[config.mk]
export PLATFORM = sky130hd
export DESIGN_NAME = nan_eye_session_ctrl_flat
export DESIGN_NICKNAME = d
export VERILOG_FILES = /design/src/rtl/nan_eye_session_ctrl_if.sv /design/src/rtl/nan_eye_session_ctrl.sv /design/src/flat_wrapper.sv
export SDC_FILE = /design/constraint.sdc
export NUM_CORES = 1
export LEC_CHECK = 0
export CORE_UTILIZATION = 56
export DETAILED_ROUTE_END_ITERATION = 16
export GPL_ROUTABILITY_DRIVEN = 1
export PLACE_DENSITY_LB_ADDON = 0.08
export SLEW_MARGIN = 10
export SYNTH_ARGS = -nofsm -noshare
export SYNTH_HDL_FRONTEND = slang
export SYNTH_SLANG_ARGS = --single-unit
[constraint.sdc]
create_clock -name SCLOCK -period 3.79 [get_ports SCLOCK]
set_clock_uncertainty 0.1 [all_clocks]
set_input_delay 0.758 -clock SCLOCK [delete_from_list [all_inputs] [get_ports SCLOCK]]
set_output_delay 0.758 -clock SCLOCK [all_outputs]
set_load 0.005 [all_outputs]
[src/rtl/nan_eye_session_ctrl_if.sv]
// Link between the NanEye session sequencer and its sampler/deserializer/control neighbours.
// master drives the session inputs; slave is the sequencer itself.
interface nan_eye_session_ctrl_if;
  logic       ENABLE;
  logic       CONFIG_DONE;
  logic       RSYNC;
  logic       FRAME_SYNC_START;
  logic       PAR_DATA_EN;
  logic [7:0] ROW_NUM;
  logic [7:0] COL_NUM;
  logic       DEC_ERROR;

  logic        CONFIG_EN;
  logic        SYNC_START;
  logic        DEC_RSYNC;
  logic        FRAME_START;
  logic        FRAME_DONE;
  logic        ERROR_OUT;
  logic [15:0] FRAME_CNT;
  logic [2:0]  STATE;

  modport master (
    output ENABLE, CONFIG_DONE, RSYNC, FRAME_SYNC_START, PAR_DATA_EN,
           ROW_NUM, COL_NUM, DEC_ERROR,
    input  CONFIG_EN, SYNC_START, DEC_RSYNC, FRAME_START, FRAME_DONE,
           ERROR_OUT, FRAME_CNT, STATE
  );

  modport slave (
    input  ENABLE, CONFIG_DONE, RSYNC, FRAME_SYNC_START, PAR_DATA_EN,
           ROW_NUM, COL_NUM, DEC_ERROR,
    output CONFIG_EN, SYNC_START, DEC_RSYNC, FRAME_START, FRAME_DONE,
           ERROR_OUT, FRAME_CNT, STATE
  );
endinterface

[src/rtl/nan_eye_session_ctrl.sv]
// NanEye session sequencer: config, decoder sync, frame capture, timeouts and error retry.
// state      | meaning
// IDLE       | session disabled
// CONFIG     | sensor being configured, waiting for CONFIG_DONE
// SYNC       | decoder resync issued, waiting for first frame sync
// WAIT_FRAME | between frames, waiting for frame sync
// CAPTURE    | counting pixels of a frame
// ERROR      | sync/pixel timeout or too many frame errors
module nan_eye_session_ctrl #(
  parameter int ROWS         = 250,
  parameter int COLS         = 250,
  parameter int SYNC_TIMEOUT = 2000000,
  parameter int PIX_TIMEOUT  = 100000,
  parameter int ERR_LIMIT    = 3
) (
  input  logic                   SCLOCK,
  input  logic                   RESET,
  nan_eye_session_ctrl_if.slave  bus
);

  typedef enum logic [2:0] {
    S_IDLE       = 3'd0,
    S_CONFIG     = 3'd1,
    S_SYNC       = 3'd2,
    S_WAIT_FRAME = 3'd3,
    S_CAPTURE    = 3'd4,
    S_ERROR      = 3'd5
  } state_t;

  localparam logic [15:0] LAST_IDX  = 16'(ROWS * COLS - 1);
  localparam logic [7:0]  ROW_LAST  = 8'(ROWS - 1);
  localparam logic [7:0]  COL_LAST  = 8'(COLS - 1);
  localparam logic [23:0] SYNC_LOAD = 24'(SYNC_TIMEOUT - 1);
  localparam logic [23:0] PIX_LOAD  = 24'(PIX_TIMEOUT - 1);
  localparam logic [7:0]  ERR_LIM   = 8'(ERR_LIMIT);

  state_t      state_q, state_d;
  logic [2:0]  cd_sync_q;
  logic        rsync_q;
  logic [23:0] tmr_q;
  logic [15:0] pix_cnt_q;
  logic [15:0] frame_cnt_q;
  logic [7:0]  err_cnt_q;

  logic go_sync, frame_start, frame_ok, frame_err, pix_inc;
  logic cd_rise, rsync_rise, tmr_zero, last_pixel, count_ok, err_at_limit, fss;

  logic config_en_d, sync_start_d, frame_start_d, frame_done_d, error_out_d;
  logic config_en_q, sync_start_q, dec_rsync_q, frame_start_q, frame_done_q, error_out_q;

  assign fss          = bus.FRAME_SYNC_START;
  assign cd_rise      = cd_sync_q[1] & ~cd_sync_q[2];
  assign rsync_rise   = bus.RSYNC & ~rsync_q;
  assign tmr_zero     = (tmr_q == '0);
  assign last_pixel   = bus.PAR_DATA_EN && (bus.ROW_NUM == ROW_LAST) && (bus.COL_NUM == COL_LAST);
  assign count_ok     = (pix_cnt_q == LAST_IDX);
  assign err_at_limit = ((err_cnt_q + 8'd1) >= ERR_LIM);

  always_ff @(posedge SCLOCK or posedge RESET) begin
    if (RESET) begin
      state_q       <= S_IDLE;
      config_en_q   <= 1'b0;
      sync_start_q  <= 1'b0;
      dec_rsync_q   <= 1'b0;
      frame_start_q <= 1'b0;
      frame_done_q  <= 1'b0;
      error_out_q   <= 1'b0;
    end else begin
      state_q       <= state_d;
      config_en_q   <= config_en_d;
      sync_start_q  <= sync_start_d;
      dec_rsync_q   <= sync_start_d;
      frame_start_q <= frame_start_d;
      frame_done_q  <= frame_done_d;
      error_out_q   <= error_out_d;
    end
  end

  // Event flags drive the datapath; later branches only fire if no higher-priority event did.
  always_comb begin
    state_d     = state_q;
    go_sync     = 1'b0;
    frame_start = 1'b0;
    frame_ok    = 1'b0;
    frame_err   = 1'b0;
    pix_inc     = 1'b0;
    if (!bus.ENABLE) begin
      state_d = S_IDLE;
    end else begin
      case (state_q)
        S_IDLE: state_d = S_CONFIG;
        S_CONFIG: begin
          if (cd_rise) begin
            state_d = S_SYNC;
            go_sync = 1'b1;
          end
        end
        S_SYNC, S_WAIT_FRAME: begin
          if (rsync_rise) begin
            state_d = S_SYNC;
            go_sync = 1'b1;
          end else if (tmr_zero) begin
            state_d = S_ERROR;
          end else if (fss) begin
            state_d     = S_CAPTURE;
            frame_start = 1'b1;
          end
        end
        S_CAPTURE: begin
          if (rsync_rise) begin
            state_d = S_SYNC;
            go_sync = 1'b1;
          end else if (bus.DEC_ERROR) begin
            frame_err = 1'b1;
          end else if (tmr_zero) begin
            state_d = S_ERROR;
          end else if (last_pixel && count_ok) begin
            frame_ok = 1'b1;
            if (fss) frame_start = 1'b1;
            else     state_d     = S_WAIT_FRAME;
          end else if (last_pixel || fss) begin
            frame_err = 1'b1;
          end else if (bus.PAR_DATA_EN) begin
            pix_inc = 1'b1;
          end
          if (frame_err) begin
            if (err_at_limit) state_d     = S_ERROR;
            else if (fss)     frame_start = 1'b1;
            else              state_d     = S_WAIT_FRAME;
          end
        end
        S_ERROR: begin
          if (rsync_rise) begin
            state_d = S_SYNC;
            go_sync = 1'b1;
          end
        end
        default: state_d = S_IDLE;
      endcase
    end
  end

  always_comb begin
    config_en_d   = (state_d == S_CONFIG);
    sync_start_d  = go_sync;
    frame_start_d = frame_start;
    frame_done_d  = frame_ok;
    error_out_d   = (state_d == S_ERROR);
  end

  // One down-counter serves both the sync/wait window and the inter-pixel gap.
  always_ff @(posedge SCLOCK or posedge RESET) begin
    if (RESET) begin
      cd_sync_q   <= '0;
      rsync_q     <= 1'b0;
      tmr_q       <= '0;
      pix_cnt_q   <= '0;
      err_cnt_q   <= '0;
      frame_cnt_q <= '0;
    end else begin
      cd_sync_q <= {cd_sync_q[1:0], bus.CONFIG_DONE};
      rsync_q   <= bus.RSYNC;

      if (frame_start || pix_inc)
        tmr_q <= PIX_LOAD;
      else if (go_sync || (state_d == S_WAIT_FRAME && state_q != S_WAIT_FRAME))
        tmr_q <= SYNC_LOAD;
      else if (!tmr_zero)
        tmr_q <= tmr_q - 24'd1;

      if (frame_start)  pix_cnt_q <= '0;
      else if (pix_inc) pix_cnt_q <= pix_cnt_q + 16'd1;

      if (go_sync || frame_ok) err_cnt_q <= '0;
      else if (frame_err)      err_cnt_q <= err_cnt_q + 8'd1;

      if (frame_ok) frame_cnt_q <= frame_cnt_q + 16'd1;
    end
  end

  assign bus.CONFIG_EN   = config_en_q;
  assign bus.SYNC_START  = sync_start_q;
  assign bus.DEC_RSYNC   = dec_rsync_q;
  assign bus.FRAME_START = frame_start_q;
  assign bus.FRAME_DONE  = frame_done_q;
  assign bus.ERROR_OUT   = error_out_q;
  assign bus.FRAME_CNT   = frame_cnt_q;
  assign bus.STATE       = state_q;

endmodule

[src/flat_wrapper.sv]
// flat-port wrapper written by rule: the top's interface ports become plain ports
module nan_eye_session_ctrl_flat 
#(
  parameter int ROWS         = 250,
  parameter int COLS         = 250,
  parameter int SYNC_TIMEOUT = 2000000,
  parameter int PIX_TIMEOUT  = 100000,
  parameter int ERR_LIMIT    = 3
)
  (SCLOCK, RESET, bus_ENABLE, bus_CONFIG_DONE, bus_RSYNC, bus_FRAME_SYNC_START, bus_PAR_DATA_EN, bus_ROW_NUM, bus_COL_NUM, bus_DEC_ERROR, bus_CONFIG_EN, bus_SYNC_START, bus_DEC_RSYNC, bus_FRAME_START, bus_FRAME_DONE, bus_ERROR_OUT, bus_FRAME_CNT, bus_STATE);
  nan_eye_session_ctrl_if bus_i ();
  input  logic SCLOCK;
  input  logic RESET;
  input wire logic [$bits(bus_i.ENABLE)-1:0] bus_ENABLE;
  input wire logic [$bits(bus_i.CONFIG_DONE)-1:0] bus_CONFIG_DONE;
  input wire logic [$bits(bus_i.RSYNC)-1:0] bus_RSYNC;
  input wire logic [$bits(bus_i.FRAME_SYNC_START)-1:0] bus_FRAME_SYNC_START;
  input wire logic [$bits(bus_i.PAR_DATA_EN)-1:0] bus_PAR_DATA_EN;
  input wire logic [$bits(bus_i.ROW_NUM)-1:0] bus_ROW_NUM;
  input wire logic [$bits(bus_i.COL_NUM)-1:0] bus_COL_NUM;
  input wire logic [$bits(bus_i.DEC_ERROR)-1:0] bus_DEC_ERROR;
  output wire logic [$bits(bus_i.CONFIG_EN)-1:0] bus_CONFIG_EN;
  output wire logic [$bits(bus_i.SYNC_START)-1:0] bus_SYNC_START;
  output wire logic [$bits(bus_i.DEC_RSYNC)-1:0] bus_DEC_RSYNC;
  output wire logic [$bits(bus_i.FRAME_START)-1:0] bus_FRAME_START;
  output wire logic [$bits(bus_i.FRAME_DONE)-1:0] bus_FRAME_DONE;
  output wire logic [$bits(bus_i.ERROR_OUT)-1:0] bus_ERROR_OUT;
  output wire logic [$bits(bus_i.FRAME_CNT)-1:0] bus_FRAME_CNT;
  output wire logic [$bits(bus_i.STATE)-1:0] bus_STATE;
  assign bus_i.ENABLE = bus_ENABLE;
  assign bus_i.CONFIG_DONE = bus_CONFIG_DONE;
  assign bus_i.RSYNC = bus_RSYNC;
  assign bus_i.FRAME_SYNC_START = bus_FRAME_SYNC_START;
  assign bus_i.PAR_DATA_EN = bus_PAR_DATA_EN;
  assign bus_i.ROW_NUM = bus_ROW_NUM;
  assign bus_i.COL_NUM = bus_COL_NUM;
  assign bus_i.DEC_ERROR = bus_DEC_ERROR;
  assign bus_CONFIG_EN = bus_i.CONFIG_EN;
  assign bus_SYNC_START = bus_i.SYNC_START;
  assign bus_DEC_RSYNC = bus_i.DEC_RSYNC;
  assign bus_FRAME_START = bus_i.FRAME_START;
  assign bus_FRAME_DONE = bus_i.FRAME_DONE;
  assign bus_ERROR_OUT = bus_i.ERROR_OUT;
  assign bus_FRAME_CNT = bus_i.FRAME_CNT;
  assign bus_STATE = bus_i.STATE;
  nan_eye_session_ctrl #(.ROWS(ROWS), .COLS(COLS), .SYNC_TIMEOUT(SYNC_TIMEOUT), .PIX_TIMEOUT(PIX_TIMEOUT), .ERR_LIMIT(ERR_LIMIT)) u_core (.SCLOCK(SCLOCK), .RESET(RESET), .bus(bus_i));
endmodule
==> run_summary.xml, run 1 <==
<?xml version="1.0" encoding="UTF-8"?>
<metrics>
  <group name="outcome">
    <metric name="outcome" unit="">complete, no violations</metric>
  </group>
  <group name="drt">
    <metric name="postRouteAntennaNets" unit="">0</metric>
    <metric name="wl_per_cell" unit="um">15.0</metric>
    <metric name="m1WireLength" unit="um">4320</metric>
    <metric name="met2_length" unit="um">4080</metric>
    <metric name="totalWireLength" unit="um">8930</metric>
    <metric name="vias_per_cell" unit="">5.81</metric>
    <metric name="met3_wirelength" unit="um">359</metric>
    <metric name="detail_route.iter0.violations" unit="">197</metric>
    <metric name="dr_vias" unit="">3451</metric>
    <metric name="dr.pass1.iters" unit="">5</metric>
    <metric name="post-route-drc-count" unit="">0</metric>
    <metric name="highest-signal-layer" unit="">met4</metric>
  </group>
  <group name="floorplanning">
    <metric name="io_pins" unit="">49</metric>
    <metric name="die_width" unit="um">88.8</metric>
    <metric name="die_height" unit="um">88.8</metric>
    <metric name="dieArea" unit="um2">7880</metric>
    <metric name="std_cell_rows" unit="">31</metric>
    <metric name="design.core.area" unit="um2">7250</metric>
    <metric name="initial_core_util" unit="">0.581</metric>
  </group>
  <group name="cts">
    <metric name="cts_post_setup_buffers_inserted" unit="">0</metric>
    <metric name="total_clock_sinks" unit="">76</metric>
    <metric name="tritoncts" unit="">done</metric>
    <metric name="numCtsBuffers" unit="">9</metric>
    <metric name="clock_insertion_delay_worst_skew" unit="ps">350</metric>
    <metric name="ctsResizeCount" unit="">0</metric>
    <metric name="clk_pin_slew_worst_paths" unit="ps">80</metric>
    <metric name="cts_root_cell" unit="">sky130_fd_sc_hd__clkbuf_8</metric>
    <metric name="cts-htree-levels" unit="">3</metric>
    <metric name="post_cts_hold_buffer_count" unit="">0</metric>
    <metric name="clk_path_buf_depth" unit="">2</metric>
  </group>
  <group name="synthesis">
    <metric name="synth.distinct_cells" unit="">60</metric>
    <metric name="flop_and_latch_count_out_of_synthesis" unit="">76</metric>
    <metric name="ys_top_cells_by_count" unit="">76 x sky130_fd_sc_hd__dfrtp_1, 37 x sky130_fd_sc_hd__nor2_1, 31 x sky130_fd_sc_hd__nand2_1, 31 x sky130_fd_sc_hd__xnor2_1, 29 x sky130_fd_sc_hd__nand3_1</metric>
    <metric name="synth_fp_nets" unit="">471</metric>
    <metric name="post_synth_main_area_contributors" unit="">sky130_fd_sc_hd__dfrtp_1 45%, sky130_fd_sc_hd__xnor2_1 6.4%, sky130_fd_sc_hd__xor2_1 3.7%</metric>
    <metric name="syn_area" unit="um2">4220</metric>
    <metric name="number_of_flops_mapped_to_enable_cells_by_yosys" unit="">0</metric>
    <metric name="async_flop_share" unit="">1.00</metric>
    <metric name="netlist.top_cell.by_area" unit="">sky130_fd_sc_hd__dfrtp_1</metric>
    <metric name="post-synth-top-count-cell" unit="">sky130_fd_sc_hd__dfrtp_1</metric>
    <metric name="synth_top_cell_area_share" unit="">0.451</metric>
    <metric name="synthesized_area_per_cell" unit="um2">9.60</metric>
    <metric name="synth_flop_cell" unit="">sky130_fd_sc_hd__dfrtp_1</metric>
    <metric name="synth.yosys.warnings" unit="">0</metric>
    <metric name="netlist_instances" unit="">439</metric>
    <metric name="share_of_synthesized_area_occupied_by_flip_flops_and_latches" unit="">0.451</metric>
  </group>
  <group name="critical_path">
    <metric name="reg2reg_depth" unit="">10</metric>
    <metric name="worst-path-max-fanout" unit="">14</metric>
    <metric name="worstSetupPathType" unit="">in -&gt; reg</metric>
    <metric name="cp-end-kind" unit="">flip-flop</metric>
    <metric name="critPathRequiredTime" unit="ps">3920</metric>
    <metric name="rrSetupSlack" unit="ps">460</metric>
    <metric name="critPathArrivalTime" unit="ps">3540</metric>
    <metric name="setup.worst_path.start" unit="">bus_ROW_NUM[2]</metric>
    <metric name="startpoint_type" unit="">input port</metric>
    <metric name="rr_endpoint" unit="">u_core.tmr_q[10]</metric>
    <metric name="r2r-start" unit="">u_core.tmr_q[0]</metric>
  </group>
  <group name="global_route">
    <metric name="grt_pass1_wl" unit="um">15000</metric>
    <metric name="track_usage" unit="">0.249</metric>
    <metric name="grt_pass1_vias" unit="">3238</metric>
    <metric name="pin_count_of_the_biggest_net_entering_global_routing" unit="">46</metric>
    <metric name="grt_antenna_before_repair" unit="">0</metric>
    <metric name="gr-total-overflow" unit="">0</metric>
  </group>
  <group name="sta">
    <metric name="unrepaired_setup_endpoints_after_global_routing" unit="">no</metric>
    <metric name="max_freq" unit="MHz">293</metric>
    <metric name="finalCritPeriodShare" unit="">0.901</metric>
    <metric name="timing.max_slew.rel_slack" unit="">0.458</metric>
    <metric name="finalHoldViolations" unit="">0</metric>
    <metric name="final-max-slew-violation-count" unit="">0</metric>
    <metric name="fin_setup_tns" unit="ps">0</metric>
    <metric name="whs" unit="ps">263</metric>
    <metric name="tightestPinTransition" unit="ps">810</metric>
    <metric name="finalSetupViolations" unit="">0</metric>
    <metric name="final.min_clock_period" unit="ps">3410</metric>
  </group>
  <group name="hold_path">
    <metric name="holdCritPathClass" unit="">reg -&gt; reg</metric>
    <metric name="timing.hold.worst_endpoint" unit="">u_core.cd_sync_q[1]</metric>
    <metric name="hold_path_depth" unit="">0</metric>
    <metric name="worst_hold_startpoint" unit="">u_core.cd_sync_q[0]</metric>
  </group>
  <group name="power">
    <metric name="max-vdd-ir-drop" unit="uV">192</metric>
    <metric name="static-leakage-power" unit="nW">2.12</metric>
    <metric name="pwr_dens" unit="nW/um2">352</metric>
  </group>
  <group name="finish">
    <metric name="final_nets" unit="">522</metric>
    <metric name="area_growth_syn_to_layout" unit="%">19.1</metric>
    <metric name="diodes" unit="">0</metric>
    <metric name="layout-drive-gt1-share" unit="">0.0848</metric>
  </group>
  <group name="placement">
    <metric name="place.port_buffers" unit="">48</metric>
    <metric name="dp_hpwl" unit="um">6340</metric>
    <metric name="finalWeightedCongestion" unit="">0.893</metric>
  </group>
  <group name="run">
    <metric name="max_cap_viol" unit="">0</metric>
  </group>
</metrics>
-- stage by stage --
| step | power, W | cell area (um2) | cells | util | setup slack, ps |
|---|---|---|---|---|---|
| floorplan | 0.00109 | 4220 | 439 | - | 657 |
| global placement | 0.00116 | 4830 | 578 | 0.666 | 122 |
| detailed placement | 0.00117 | 4830 | 578 | 0.666 | 64.7 |
| CTS | 0.00178 | 5020 | 594 | 0.692 | 429 |
| global route | 0.00185 | 5020 | 594 | 0.692 | 92.3 |
| finish | 0.00177 | 5020 | 594 | 0.692 | 375 |
-- how the worst max path moves through the flow --
stage | depth (start not counted) | end
finish | 9 | u_core.tmr_q[10]
detailed placement | 9 | u_core.tmr_q[10]
floorplan | 9 | u_core.tmr_q[16]
global route | 10 | u_core.tmr_q[15]
global placement | 9 | u_core.tmr_q[1]
CTS | 9 | u_core.tmr_q[10]
-- where the power goes --
group | total, W | internal, W | switching, W
Sequential | 0.000921 | 0.000864 | 0.0000568
Clock | 0.000611 | 0.000304 | 0.000307
Combinational | 0.000234 | 0.000118 | 0.000116
-- logic make-up after synthesis --
family | after synthesis | share of synthesized area
AO/OA/AOI/OAI | 58 | 0.0953
XOR/XNOR | 49 | 0.102
adder cells (fa/ha/maj) | 8 | 0.0237
buffers and inverters | 33 | 0.0315
flip-flops | 76 | 0.451
multiplexers | 2 | 0.00505
AND/OR/NAND/NOR | 213 | 0.291
-- registers in the layout (all words and copies together), names as in the netlist --
name	cells
u_core.rsync_q	1
u_core.bus.ERROR_OUT	1
u_core.bus.STATE	3
u_core.err_cnt_q	8
u_core.cd_sync_q	3
u_core.tmr_q	24
u_core.bus.FRAME_CNT	16
u_core.pix_cnt_q	16
u_core.bus.FRAME_START	1
u_core.bus.FRAME_DONE	1
u_core.bus.CONFIG_EN	1
u_core.bus.SYNC_START	1
-- cell type report --
class	instances	area, um2
well taps	99	124
multi-input cells	330	2180
clock buffers	10	128
clock inverters	6	63.8
repair buffers	57	561
fillers	585	2230
flip-flops and latches	76	1900
inverters	16	60.1
-- worst max-delay path, stage by stage --
cell and delay (ps):
sky130_fd_sc_hd__clkdlybuf4s50_1 400, sky130_fd_sc_hd__nand4bb_1 230, sky130_fd_sc_hd__nor4_4 460, sky130_fd_sc_hd__a211o_1 240, sky130_fd_sc_hd__nand3_1 80, sky130_fd_sc_hd__a211oi_1 380, sky130_fd_sc_hd__a221oi_1 190, sky130_fd_sc_hd__and3_4 270
sky130_fd_sc_hd__or4_1 520
-- metal layers --
layer | GRT usage | vias up
met2 | 0.381 | 93
met1 | 0.351 | 1651
met3 | 0.0364 | 16
met4 | 0.110 | 0
li1 | - | 1691
met5 | 0 | -
-- cell usage in the layout, fill, tap and decap left out, drive strengths merged, types with 14 or more instances in the layout --
cell	instances
dfrtp	76
clkdlybuf4s50	48
nor4	17
xnor2	31
o21ai	16
nand2	31
or3	14
xor2	18
nand4	23
nor2	38
inv	17
nand3	29
Power figures use the tool's default switching activity.
==> inputs of run 2 (changes only) <==
==> constraint.sdc (replaced) <==
create_clock -name SCLOCK -period 3.8 [get_ports SCLOCK]
set_clock_uncertainty 0.1 [all_clocks]
set_input_delay 0.76 -clock SCLOCK [delete_from_list [all_inputs] [get_ports SCLOCK]]
set_output_delay 0.76 -clock SCLOCK [all_outputs]
set_load 0.005 [all_outputs]
==> run_summary.xml, run 2 (synthesized netlist as in run 1, its figures left out) <==
<?xml version="1.0" encoding="UTF-8"?>
<metrics>
  <group name="drt">
    <metric name="dr_vias" unit="">3477</metric>
    <metric name="postRouteAntennaNets" unit="">0</metric>
    <metric name="totalWireLength" unit="um">9070</metric>
    <metric name="post-route-drc-count" unit="">0</metric>
    <metric name="dr.pass1.iters" unit="">5</metric>
    <metric name="detail_route.iter0.violations" unit="">186</metric>
    <metric name="wl_per_cell" unit="um">15.3</metric>
    <metric name="vias_per_cell" unit="">5.85</metric>
  </group>
  <group name="finish">
    <metric name="final_nets" unit="">522</metric>
    <metric name="largest_register_ffs" unit="">24</metric>
    <metric name="mostFrequentLayoutCell" unit="">sky130_fd_sc_hd__dfrtp_1</metric>
    <metric name="most-common-layout-cells" unit="">76 x sky130_fd_sc_hd__dfrtp_1, 48 x sky130_fd_sc_hd__clkdlybuf4s50_1, 37 x sky130_fd_sc_hd__nor2_1</metric>
    <metric name="layout-drive-gt1-share" unit="">0.0869</metric>
    <metric name="diodes" unit="">0</metric>
    <metric name="area_growth_syn_to_layout" unit="%">19.5</metric>
    <metric name="largest_register_by_flop_count" unit="">u_core.tmr_q</metric>
  </group>
  <group name="floorplanning">
    <metric name="design.core.area" unit="um2">7250</metric>
    <metric name="die_width" unit="um">88.8</metric>
    <metric name="die_height" unit="um">88.8</metric>
    <metric name="initial_core_util" unit="">0.581</metric>
    <metric name="io_pins" unit="">49</metric>
    <metric name="std_cell_rows" unit="">31</metric>
    <metric name="dieArea" unit="um2">7880</metric>
  </group>
  <group name="critical_path">
    <metric name="critPathRequiredTime" unit="ps">3940</metric>
    <metric name="worst-path-max-fanout" unit="">14</metric>
    <metric name="worstSetupPathType" unit="">reg -&gt; reg</metric>
    <metric name="critPathArrivalTime" unit="ps">3530</metric>
    <metric name="startpoint_type" unit="">flip-flop</metric>
    <metric name="max_stage_delay" unit="ps">520</metric>
    <metric name="path_cells" unit="">inv_1 &gt; ha_1 &gt; nor4b_1 &gt; and3_1 &gt; nand4b_1 &gt; and4_4 &gt; a211oi_4 &gt; a31oi_1 &gt; and3_4 &gt; or4_1</metric>
    <metric name="cp-end-kind" unit="">flip-flop</metric>
    <metric name="worst_path_max_delay_cell" unit="">sky130_fd_sc_hd__nor4b_1</metric>
  </group>
  <group name="cts">
    <metric name="tritoncts" unit="">done</metric>
    <metric name="numCtsBuffers" unit="">9</metric>
    <metric name="clk_pin_slew_worst_paths" unit="ps">90</metric>
    <metric name="total_clock_sinks" unit="">76</metric>
    <metric name="cts-htree-levels" unit="">3</metric>
    <metric name="cts_post_setup_buffers_inserted" unit="">0</metric>
    <metric name="ctsResizeCount" unit="">0</metric>
    <metric name="post_cts_hold_buffer_count" unit="">0</metric>
    <metric name="clk_path_buf_depth" unit="">2</metric>
    <metric name="cts_root_cell" unit="">sky130_fd_sc_hd__clkbuf_8</metric>
    <metric name="clock_insertion_delay_worst_skew" unit="ps">360</metric>
  </group>
  <group name="global_route">
    <metric name="gr-total-overflow" unit="">0</metric>
    <metric name="grt_antenna_before_repair" unit="">0</metric>
    <metric name="grt_pass1_wl" unit="um">15200</metric>
    <metric name="track_usage" unit="">0.251</metric>
    <metric name="grt_pass1_vias" unit="">3343</metric>
    <metric name="pin_count_of_the_biggest_net_entering_global_routing" unit="">46</metric>
  </group>
  <group name="sta">
    <metric name="finalSetupViolations" unit="">0</metric>
    <metric name="fin_setup_tns" unit="ps">0</metric>
    <metric name="max_freq" unit="MHz">295</metric>
    <metric name="final.min_clock_period" unit="ps">3390</metric>
    <metric name="timing.max_slew.rel_slack" unit="">0.452</metric>
    <metric name="finalHoldViolations" unit="">0</metric>
    <metric name="finalCritPeriodShare" unit="">0.892</metric>
    <metric name="tightestPinTransition" unit="ps">818</metric>
    <metric name="unrepaired_setup_endpoints_after_global_routing" unit="">no</metric>
    <metric name="final-max-slew-violation-count" unit="">0</metric>
  </group>
  <group name="placement">
    <metric name="finalWeightedCongestion" unit="">0.893</metric>
    <metric name="dp_hpwl" unit="um">6400</metric>
    <metric name="place.port_buffers" unit="">48</metric>
  </group>
  <group name="run">
    <metric name="max_cap_viol" unit="">0</metric>
  </group>
  <group name="power">
    <metric name="pwr_dens" unit="nW/um2">358</metric>
    <metric name="power" unit="W">0.00180</metric>
    <metric name="max-vdd-ir-drop" unit="uV">232</metric>
    <metric name="static-leakage-power" unit="nW">2.12</metric>
  </group>
  <group name="outcome">
    <metric name="outcome" unit="">complete, no violations</metric>
  </group>
  <group name="hold_path">
    <metric name="holdCritPathClass" unit="">reg -&gt; reg</metric>
  </group>
</metrics>
[run 2: final timing paths]
path / to / cells after the start / slack [ps] / startpoint
worst min register to register: u_core.cd_sync_q[1] / 0 / 260 / u_core.cd_sync_q[0]
max in group asynchronous: u_core.bus.STATE[1] / 3 / 2220 / RESET
worst max-delay path: u_core.tmr_q[10] / 10 / 410 / u_core.tmr_q[0]
worst max register to register: u_core.tmr_q[10] / 10 / 410 / u_core.tmr_q[0]
worst min-delay path: u_core.cd_sync_q[1] / 0 / 260 / u_core.cd_sync_q[0]
min in group asynchronous: u_core.pix_cnt_q[6] / 2 / 720 / RESET
[run 2: area by class of cell]
cell class                      instances  area, um2
Tap cell                               99        124
Sequential cell                        76       1900
Fill cell                             573       2220
Clock inverter                          6       71.3
Clock buffer                           10        138
Inverter                               16       60.1
Multi-Input combinational cell        330       2180
Timing Repair Buffer                   57        561
[run 2: metrics by stage]
step | area, um2 | setup WS, ps | utilization | hold WS (ps) | cells
CTS | 5040 | 431 | 0.694 | 266 | 594
detailed placement | 4830 | 67.9 | 0.666 | 237 | 578
global placement | 4830 | 130 | 0.666 | 238 | 578
global route | 5040 | 138 | 0.694 | 285 | 594
finish | 5040 | 409 | 0.694 | 264 | 594
floorplan | 4220 | 665 | - | 231 | 439
[run 2: report_power, final]
part	internal, W	switching (W)	total (W)	leakage (nW)
registers	0.000862	0.0000570	0.000919	0.981
clock network	0.000326	0.000326	0.000651	0.0991
logic	0.000117	0.000116	0.000234	1.04
[run 2: worst max-delay path, delay by kind of cell (launching register included)]
kind                       cells  cell delay [ps]
DFF                            1              390
buffers and inverters          1              120
and+or+nand+nor                6             2110
AOI/OAI and AO/OA              2              380
adders and majority gates      1              160
[run 2: layer usage]
layer | vias to the layer above | GRT usage | share of wire
met5 | - | 0 | 0
met4 | 0 | 0.0968 | 0.0075
met3 | 6 | 0.0410 | 0.050
met2 | 77 | 0.399 | 0.47
met1 | 1693 | 0.346 | 0.47
li1 | 1701 | - | -
==> inputs of run 3 (changes only) <==
==> constraint.sdc (replaced) <==
create_clock -name SCLOCK -period 3.4 [get_ports SCLOCK]
set_clock_uncertainty 0.1 [all_clocks]
set_input_delay 0.68 -clock SCLOCK [delete_from_list [all_inputs] [get_ports SCLOCK]]
set_output_delay 0.68 -clock SCLOCK [all_outputs]
set_load 0.005 [all_outputs]
==> run_summary.xml, run 3 (synthesized netlist as in run 1, its figures left out) <==
<?xml version="1.0" encoding="UTF-8"?>
<metrics>
  <group name="finish">
    <metric name="most-common-layout-cells" unit="">76 x sky130_fd_sc_hd__dfrtp_1, 48 x sky130_fd_sc_hd__clkdlybuf4s50_1, 37 x sky130_fd_sc_hd__nor2_1</metric>
    <metric name="final_nets" unit="">539</metric>
    <metric name="diodes" unit="">0</metric>
    <metric name="layout-drive-gt1-share" unit="">0.119</metric>
    <metric name="area_growth_syn_to_layout" unit="%">23.2</metric>
    <metric name="fillCellCount" unit="">565</metric>
    <metric name="mostFrequentLayoutCell" unit="">sky130_fd_sc_hd__dfrtp_1</metric>
    <metric name="final_util" unit="">0.716</metric>
    <metric name="largest_register_ffs" unit="">24</metric>
    <metric name="largest_register_by_flop_count" unit="">u_core.tmr_q</metric>
    <metric name="finalNonFillerCells" unit="">611</metric>
  </group>
  <group name="sta">
    <metric name="timing.max_slew.rel_slack" unit="">0.543</metric>
    <metric name="final.min_clock_period" unit="ps">3240</metric>
    <metric name="final-max-slew-violation-count" unit="">0</metric>
    <metric name="finalSetupViolations" unit="">0</metric>
    <metric name="finalCritPeriodShare" unit="">0.954</metric>
    <metric name="tightestPinTransition" unit="ps">684</metric>
    <metric name="max_freq" unit="MHz">308</metric>
    <metric name="finalHoldViolations" unit="">0</metric>
    <metric name="whs" unit="ps">263</metric>
  </group>
  <group name="power">
    <metric name="power" unit="W">0.00210</metric>
    <metric name="pwr_dens" unit="nW/um2">405</metric>
    <metric name="static-leakage-power" unit="nW">2.22</metric>
    <metric name="max-vdd-ir-drop" unit="uV">231</metric>
  </group>
  <group name="floorplanning">
    <metric name="die_width" unit="um">88.8</metric>
    <metric name="dieArea" unit="um2">7880</metric>
    <metric name="initial_core_util" unit="">0.581</metric>
    <metric name="design.core.area" unit="um2">7250</metric>
    <metric name="die_height" unit="um">88.8</metric>
    <metric name="std_cell_rows" unit="">31</metric>
    <metric name="io_pins" unit="">49</metric>
  </group>
  <group name="critical_path">
    <metric name="startpoint_type" unit="">input port</metric>
    <metric name="critPathArrivalTime" unit="ps">3370</metric>
    <metric name="worstSetupPathType" unit="">in -&gt; reg</metric>
    <metric name="worst-path-max-fanout" unit="">14</metric>
    <metric name="rrSetupSlack" unit="ps">230</metric>
    <metric name="cp-end-kind" unit="">flip-flop</metric>
    <metric name="critPathRequiredTime" unit="ps">3530</metric>
  </group>
  <group name="drt">
    <metric name="dr_vias" unit="">3576</metric>
    <metric name="post-route-drc-count" unit="">0</metric>
    <metric name="detail_route.iter0.violations" unit="">151</metric>
    <metric name="vias_per_cell" unit="">5.85</metric>
    <metric name="postRouteAntennaNets" unit="">0</metric>
    <metric name="wl_per_cell" unit="um">15.6</metric>
    <metric name="dr.pass1.iters" unit="">4</metric>
    <metric name="totalWireLength" unit="um">9520</metric>
  </group>
  <group name="outcome">
    <metric name="outcome" unit="">complete, no violations</metric>
  </group>
  <group name="placement">
    <metric name="dp_hpwl" unit="um">6650</metric>
    <metric name="place.detailed.instances" unit="">594</metric>
    <metric name="place.port_buffers" unit="">48</metric>
    <metric name="finalWeightedCongestion" unit="">0.879</metric>
  </group>
  <group name="cts">
    <metric name="clk_pin_slew_worst_paths" unit="ps">80</metric>
    <metric name="clock_insertion_delay_worst_skew" unit="ps">360</metric>
    <metric name="total_clock_sinks" unit="">76</metric>
    <metric name="numCtsBuffers" unit="">9</metric>
    <metric name="post_cts_hold_buffer_count" unit="">0</metric>
    <metric name="cts-htree-levels" unit="">3</metric>
    <metric name="cts_root_cell" unit="">sky130_fd_sc_hd__clkbuf_8</metric>
    <metric name="clk_path_buf_depth" unit="">2</metric>
    <metric name="tritoncts" unit="">done</metric>
  </group>
  <group name="global_route">
    <metric name="grt_pass1_wl" unit="um">15800</metric>
    <metric name="grt_antenna_before_repair" unit="">0</metric>
    <metric name="track_usage" unit="">0.264</metric>
    <metric name="pin_count_of_the_biggest_net_entering_global_routing" unit="">46</metric>
    <metric name="gr-total-overflow" unit="">0</metric>
    <metric name="grt_pass1_vias" unit="">3382</metric>
  </group>
  <group name="hold_path">
    <metric name="holdCritPathClass" unit="">reg -&gt; reg</metric>
  </group>
  <group name="run">
    <metric name="max_cap_viol" unit="">0</metric>
  </group>
</metrics>
## run 3: power breakdown
| group | switching, W | internal [W] | total [W] |
|---|---|---|---|
| logic | 0.000135 | 0.000142 | 0.000277 |
| registers | 0.0000612 | 0.000963 | 0.00102 |
| clock network | 0.000375 | 0.000427 | 0.000803 |
## run 3: through the flow
| step | setup slack, ps | instance area (um2) | TNS [ps] |
|---|---|---|---|
| after floorplan | 345 | 4220 | 0 |
| after global placement | -131 | 4950 | -1340 |
| after detailed placement | -210 | 4950 | -4060 |
| after CTS | 140 | 5180 | 0 |
| after global routing | -14.2 | 5190 | -25.8 |
| final | 156 | 5190 | 0 |
## run 3: worst max-delay path, cell delays in order
cell and delay (ps):
sky130_fd_sc_hd__clkdlybuf4s50_1 390, sky130_fd_sc_hd__nand4bb_1 260, sky130_fd_sc_hd__nor4_4 440, sky130_fd_sc_hd__a211o_1 200
sky130_fd_sc_hd__nand3_1 60, sky130_fd_sc_hd__a211oi_1 360, sky130_fd_sc_hd__a221oi_1 190, sky130_fd_sc_hd__and3_4 270
sky130_fd_sc_hd__or4_1 510
## run 3: worst paths after layout
| path | start | endpoint | cells after the start |
|---|---|---|---|
| worst max-delay path | bus_ROW_NUM[2] | u_core.tmr_q[10] | 9 |
| worst min-delay path | u_core.cd_sync_q[0] | u_core.cd_sync_q[1] | 0 |
| worst max register to register | u_core.tmr_q[16] | u_core.tmr_q[10] | 8 |
| worst min register to register | u_core.cd_sync_q[0] | u_core.cd_sync_q[1] | 0 |
| max in group asynchronous | RESET | u_core.bus.ERROR_OUT | 3 |
| min in group asynchronous | RESET | u_core.err_cnt_q[6] | 2 |
## run 3: metal layers
metal  global-route usage  up-vias  wire length (um)
met4               0.0968        0               144
met3               0.0541       13               465
met2                0.429      101              4570
li1                     -     1724                 -
met5                    0        -                 0
met1                0.350     1738              4340
## run 3: repair_timing
item	in CTS	in global routing
setup buffers	0	1
gates resized for setup	0	1
setup endpoints to repair	0	3
## run 3: area by class of cell
cell class	instances	area, um2	share of cell area
clock buffers	9	124	0.0239
multi-input cells	330	2190	0.421
clock inverters	7	108	0.0207
repair buffers	74	688	0.133
flip-flops and latches	76	1900	0.366
well taps	99	124	0.0239
inverters	16	60.1	0.0116
